$ cat src/rtl/load_store_unit.sv
// Multi-cycle data-memory access unit: one load or store at {DBAR, DOFF} over a
// req/ready handshake, then register-file write-back of ACC/flags and the post-incremented address.
module load_store_unit #(
  parameter int unsigned DATA_WIDTH = 8,
  parameter int unsigned ADDR_WIDTH = 2 * DATA_WIDTH
) (
  input  logic                  clk,
  input  logic                  rst_n,
  input  logic                  start_i,
  input  logic                  op_store_i,
  input  logic                  post_inc_i,
  input  logic [DATA_WIDTH-1:0] dbar_i,
  input  logic [DATA_WIDTH-1:0] doff_i,
  input  logic [DATA_WIDTH-1:0] acc_i,
  output logic                  busy_o,
  output logic                  done_o,
  output logic                  mem_req_o,
  output logic                  mem_we_o,
  output logic [ADDR_WIDTH-1:0] mem_addr_o,
  output logic [DATA_WIDTH-1:0] mem_wdata_o,
  input  logic                  mem_ready_i,
  input  logic [DATA_WIDTH-1:0] mem_rdata_i,
  output logic                  rf_we_o,
  output logic [3:0]            rf_waddr_o,
  output logic [DATA_WIDTH-1:0] rf_wdata_o,
  output logic                  flag_we_o,
  output logic                  flag_z_o,
  output logic                  flag_n_o
);

  typedef enum logic [2:0] {
    S_IDLE    = 3'd0,
    S_REQ     = 3'd1,
    S_WB_ACC  = 3'd2,
    S_WB_DOFF = 3'd3,
    S_WB_DBAR = 3'd4,
    S_DONE    = 3'd5
  } state_e;

  typedef enum logic [3:0] {
    REG_ACC  = 4'b1000,
    REG_DBAR = 4'b1001,
    REG_DOFF = 4'b1010
  } reg_addr_e;

  state_e state_q, state_d;

  logic                  store_q, store_d;
  logic                  inc_q, inc_d;
  logic [DATA_WIDTH-1:0] dbar_q, dbar_d;
  logic [DATA_WIDTH-1:0] doff_q, doff_d;
  logic [DATA_WIDTH-1:0] acc_q, acc_d;
  logic [DATA_WIDTH-1:0] rdata_q, rdata_d;

  logic                  busy_d, done_d, mem_req_d, mem_we_d;
  logic [ADDR_WIDTH-1:0] mem_addr_d;
  logic [DATA_WIDTH-1:0] mem_wdata_d;
  logic                  rf_we_d;
  logic [3:0]            rf_waddr_d;
  logic [DATA_WIDTH-1:0] rf_wdata_d;
  logic                  flag_we_d, flag_z_d, flag_n_d;

  // State register
  always_ff @(posedge clk) begin
    if (!rst_n) state_q <= S_IDLE;
    else        state_q <= state_d;
  end

  // Next-state logic
  always_comb begin
    state_d = state_q;
    case (state_q)
      S_IDLE:    if (start_i) state_d = S_REQ;
      S_REQ: begin
        if (mem_ready_i) begin
          if (!store_q)   state_d = S_WB_ACC;
          else if (inc_q) state_d = S_WB_DOFF;
          else            state_d = S_DONE;
        end
      end
      S_WB_ACC:  state_d = inc_q ? S_WB_DOFF : S_DONE;
      S_WB_DOFF: state_d = (doff_q == '1) ? S_WB_DBAR : S_DONE;
      S_WB_DBAR: state_d = S_DONE;
      S_DONE:    state_d = S_IDLE;
      default:   state_d = S_IDLE;
    endcase
  end

  // Operand latch on accepted start; read data captured on the ready cycle
  always_comb begin
    store_d = store_q;
    inc_d   = inc_q;
    dbar_d  = dbar_q;
    doff_d  = doff_q;
    acc_d   = acc_q;
    rdata_d = rdata_q;
    case (state_q)
      S_IDLE: begin
        if (start_i) begin
          store_d = op_store_i;
          inc_d   = post_inc_i;
          dbar_d  = dbar_i;
          doff_d  = doff_i;
          acc_d   = acc_i;
          rdata_d = '0;
        end
      end
      S_REQ:   if (mem_ready_i && !store_q) rdata_d = mem_rdata_i;
      default: ;
    endcase
  end

  always_ff @(posedge clk) begin
    if (!rst_n) begin
      store_q <= 1'b0;
      inc_q   <= 1'b0;
      dbar_q  <= '0;
      doff_q  <= '0;
      acc_q   <= '0;
      rdata_q <= '0;
    end else begin
      store_q <= store_d;
      inc_q   <= inc_d;
      dbar_q  <= dbar_d;
      doff_q  <= doff_d;
      acc_q   <= acc_d;
      rdata_q <= rdata_d;
    end
  end

  // Output decode from the upcoming state so the registered outputs line up with it
  always_comb begin
    busy_d      = 1'b0;
    done_d      = 1'b0;
    mem_req_d   = 1'b0;
    mem_we_d    = 1'b0;
    mem_addr_d  = '0;
    mem_wdata_d = '0;
    rf_we_d     = 1'b0;
    rf_waddr_d  = 4'b0000;
    rf_wdata_d  = '0;
    flag_we_d   = 1'b0;
    flag_z_d    = 1'b0;
    flag_n_d    = 1'b0;
    busy_d      = (state_d != S_IDLE);
    case (state_d)
      S_REQ: begin
        mem_req_d   = 1'b1;
        mem_we_d    = store_d;
        mem_addr_d  = ADDR_WIDTH'({dbar_d, doff_d});
        mem_wdata_d = store_d ? acc_d : '0;
      end
      S_WB_ACC: begin
        rf_we_d    = 1'b1;
        rf_waddr_d = 4'(REG_ACC);
        rf_wdata_d = rdata_d;
        flag_we_d  = 1'b1;
        flag_z_d   = (rdata_d == '0);
        flag_n_d   = rdata_d[DATA_WIDTH-1];
      end
      S_WB_DOFF: begin
        rf_we_d    = 1'b1;
        rf_waddr_d = 4'(REG_DOFF);
        rf_wdata_d = DATA_WIDTH'(doff_d + 1'b1);
      end
      S_WB_DBAR: begin
        rf_we_d    = 1'b1;
        rf_waddr_d = 4'(REG_DBAR);
        rf_wdata_d = DATA_WIDTH'(dbar_d + 1'b1);
      end
      S_DONE:  done_d = 1'b1;
      default: ;
    endcase
  end

  always_ff @(posedge clk) begin
    if (!rst_n) begin
      busy_o      <= 1'b0;
      done_o      <= 1'b0;
      mem_req_o   <= 1'b0;
      mem_we_o    <= 1'b0;
      mem_addr_o  <= '0;
      mem_wdata_o <= '0;
      rf_we_o     <= 1'b0;
      rf_waddr_o  <= 4'b0000;
      rf_wdata_o  <= '0;
      flag_we_o   <= 1'b0;
      flag_z_o    <= 1'b0;
      flag_n_o    <= 1'b0;
    end else begin
      busy_o      <= busy_d;
      done_o      <= done_d;
      mem_req_o   <= mem_req_d;
      mem_we_o    <= mem_we_d;
      mem_addr_o  <= mem_addr_d;
      mem_wdata_o <= mem_wdata_d;
      rf_we_o     <= rf_we_d;
      rf_waddr_o  <= rf_waddr_d;
      rf_wdata_o  <= rf_wdata_d;
      flag_we_o   <= flag_we_d;
      flag_z_o    <= flag_z_d;
      flag_n_o    <= flag_n_d;
    end
  end

endmodule

$ cat config.mk
export PLATFORM = sky130hd
export DESIGN_NAME = load_store_unit
export DESIGN_NICKNAME = d
export VERILOG_FILES = /design/src/rtl/load_store_unit.sv
export SDC_FILE = /design/constraint.sdc
export NUM_CORES = 1
export LEC_CHECK = 0
export CAP_MARGIN = 20
export CORE_ASPECT_RATIO = 1.75
export CORE_MARGIN = 5
export CORE_UTILIZATION = 35
export DETAILED_ROUTE_END_ITERATION = 6
export PLACE_DENSITY = 0.65
export SETUP_SLACK_MARGIN = 0.05
export SLEW_MARGIN = 25
export SYNTH_ARGS = -nofsm -noshare
export SYNTH_HDL_FRONTEND = slang
export SYNTH_SLANG_ARGS = --single-unit
$ cat constraint.sdc
create_clock -name clk -period 3.1 [get_ports clk]
set_input_delay 0.62 -clock clk [delete_from_list [all_inputs] [get_ports clk]]
set_output_delay 0.62 -clock clk [all_outputs]
set_load 0.05 [all_outputs]
==> results.yml <==
clocking:
  clkTransAtPathRegs_ns: 0.06
  postCtsSetupBuffers: 0
  cts_hold_buf: 0
  cts_sinks: 72
  cts_max_path_buffers: 2
  cts_root_buf: "clkbuf_16"
  cts_buffers: 9
  clk_latency_ns: 0.33
  cts_resized: 0
  cts_tree: "built"
  cts_max_level: 3
grt:
  grt_use_total: 0.155
  grt_max_degree: 26
  grt_pass1_vias: 2437
  grt_pass1_wl_um: 12000
  overflow: 0
  antenna_found_initial: 0
critical_path:
  ff2ff_setup_slack_ns: 0.60
  endpoint: "rf_wdata_o[7]"
  cp_num_buf_inv: 4
  cp_max_fo: 20
  crit_type: "in -> reg"
  cpLargestDelayFamily: "buffers and inverters"
  crit_cells: 9
  cp.arrival_ns: 3.03
  cp-startpoint: "start_i"
  cp_common_cell: "buf_4"
  cp_data_required_time_ns: 3.32
  slowest_stage: "clkdlybuf4s50_1"
  timing.rr.start: "state_q[1]"
  cp_slowest_stage_delay_ns: 0.51
  cp-end-kind: "register"
  crit_path_start_kind: "input pin"
  reg2reg_to: "rf_wdata_o[7]"
  worstPathCellList: "clkdlybuf4s50_1 > nor4b_4 > buf_4 > buf_4 > mux2i_1 > buf_4 > a211o_1 > o311a_1 > a211o_1"
  reg2reg_depth: 8
routing:
  drt-vias-per-instance: 5.09
  vias: 2414
  drc: 0
  dr.pass1.iters: 4
  routed_wl_um: 7450
  drtIter0Drc: 177
  ant_nets: 0
  wl_per_cell_um: 15.7
die:
  die_width_um: 77.0
  start_util: 0.361
  dieArea_um2: 9790
  fp.dieH_um: 127
  rows: 42
  io-pin-count: 82
  fp.coreArea_um2: 7620
worst_hold_path:
  min_from: "acc_q[2]"
  hold_class: "reg -> reg"
final_layout:
  diodes: 0
  fin_area_um2: 4080
  seq_area_um2: 1440
  nets: 420
  area_growth_pct: 48.6
  multiInputGateArea_um2: 1220
  fillCellCount: 707
  utilization: 0.536
  final_cell_count_no_fill: 474
  drive_above_1_share: 0.109
power_and_ir_drop:
  p_clk_frac: 0.417
  power_frac_seq: 0.381
  internal_power_uw: 1930
  power_switching_uw: 759
  ir_worst_vdd_mv: 0.418
  power_density_nw_per_um2: 658
  switching_share: 0.282
  power_frac_comb: 0.201
  power_leakage_uw: 0.00160
timing:
  holdWs_ns: 0.492
  final_max_slew_viol_count: 0
  skew_ns: 0.00647
  hold_violations: 0
  rsz0062_at_grt: "no"
  min_period_over_period: 0.906
  slew_headroom: 0.652
  worstMarginPinSlew_ns: 0.521
  fin_crit_ns: 2.81
  setup_viol: 0
  fmax_ghz: 0.356
placed_design:
  dp.cells: 458
  hpwl_um: 5730
  place_area_um2: 3760
  gp_congestion: 0.836
  io_buffers: 80
synthesis:
  synth_top_area_frac: 0.525
  ys.flop_type: "dfxtp_1"
  synth-xor-area-share: 0.00956
  synth_area_um2: 2750
  synth.area.mux_share: 0.0733
  synth_top_family_by_area: "simple AND/OR/NAND/NOR gates"
  synthTopCellsByCount: "dfxtp_1, nor2_1, nor2b_1, mux2i_1, nand2_1"
  ys_ff_latch: 72
  synth.top_cells.by_area: "dfxtp_1, mux2i_1, nor2b_1"
  synth_simple_gate_area_share: 0.210
  yosys_warnings: 0
  ys_seq_area_frac: 0.525
  yosysTopAreaCell: "dfxtp_1"
  async_flop_share: 0
  synth_edf_count: 0
  avgSynthCellArea_um2: 9.67
  synth_most_common_cell: "dfxtp_1"
  synthCells: 284
  synth_compound_area_frac: 0.145
  synthDistinctLibCells: 51
  synthAdderAreaFrac: 0.00455
  syn_nets: 323
run:
  maxCapViolCount: 0
outcome:
  outcome: "complete, no violations"
## power by group through the flow
stage          Sequential, uW  Combinational [uW]  Clock, uW
4_1_cts                  1020                 546       1140
3_5_place_dp             1040                 543          0
5_1_grt                  1030                 581       1180
2_1_floorplan            1150                 222          0
3_3_place_gp             1040                 540          0
6_report                 1020                 541       1120
## cells in the final DEF, fill, tap and decap left out, types with 3 or more instances in the layout
cell / netlist / layout
clkdlybuf4s50_1: 0 / 80
dfxtp_1: 72 / 72
nor2_1: 31 / 31
nor2b_1: 23 / 23
buf_4: 1 / 22
nand2_1: 19 / 19
mux2i_1: 19 / 19
a21oi_1: 16 / 16
clkbuf_16: 0 / 9
and2_1: 8 / 8
o21ai_0: 7 / 7
nand3_1: 6 / 6
a21boi_0: 6 / 6
and3_1: 5 / 5
inv_1: 5 / 5
a211oi_1: 4 / 4
a31oi_1: 3 / 3
o21a_1: 3 / 3
## worst min path at each step
stage,to,slack [ns],depth (start not counted)
after detailed placement,mem_wdata_o[0],0.48,2
after floorplan,mem_wdata_o[0],0.46,2
after global placement,mem_wdata_o[0],0.48,2
after global routing,mem_wdata_o[2],0.53,2
after CTS,mem_wdata_o[2],0.49,2
final,mem_wdata_o[2],0.49,2
## layer usage
layer  routed length (um)  up-vias  global-route usage
li1                     -     1194                   -
met1                 2800     1129               0.160
met2                 3930       74               0.277
met3                  421       17              0.0373
met4                  295        0              0.0982
met5                    0        -                   0
## worst min-delay path: cells and delay by family (launching register included)
kind,cells,cell delay (ns)
mux,1,0.08
flops,1,0.30
simple gates,1,0.08
## flip-flops by register name (all words and copies together) (netlist names)
register,flops
rf_waddr_o,3
done_o,1
mem_req_o,1
flag_n_o,1
inc_q,1
rf_we_o,1
mem_wdata_o,8
dbar_q,8
busy_o,1
mem_we_o,1
flag_z_o,1
state_q,3
flag_we_o,1
mem_addr_o,16
rf_wdata_o,8
acc_q,8
store_q,1
doff_q,8
## stage by stage
stage / setup TNS, ns / total power [uW] / worst slack, ns
floorplan: 0 / 1370 / 0.264
global route: 0 / 2790 / 0.129
global placement: -0.0142 / 1580 / -0.0142
detailed placement: -0.106 / 1590 / -0.0554
CTS: 0 / 2710 / 0.295
finish: 0 / 2690 / 0.290
## cell type report
| cell class | count | share of cell area |
|---|---|---|
| Tap cell | 88 | 0.0270 |
| Inverter | 5 | 0.00460 |
| Multi-Input combinational cell | 191 | 0.299 |
| Clock inverter | 7 | 0.0251 |
| Sequential cell | 72 | 0.353 |
| Clock buffer | 9 | 0.0551 |
| Timing Repair Buffer | 102 | 0.237 |
## kinds of logic after synthesis
group                    count (synthesis)
buffers and inverters                   21
other                                    1
XOR/XNOR                                 3
flip-flops                              72
adder cells (fa/ha/maj)                  1
AO/OA/AOI/OAI                           58
multiplexers                            20
AND/OR/NAND/NOR                        108
Power figures use the tool's default switching activity.
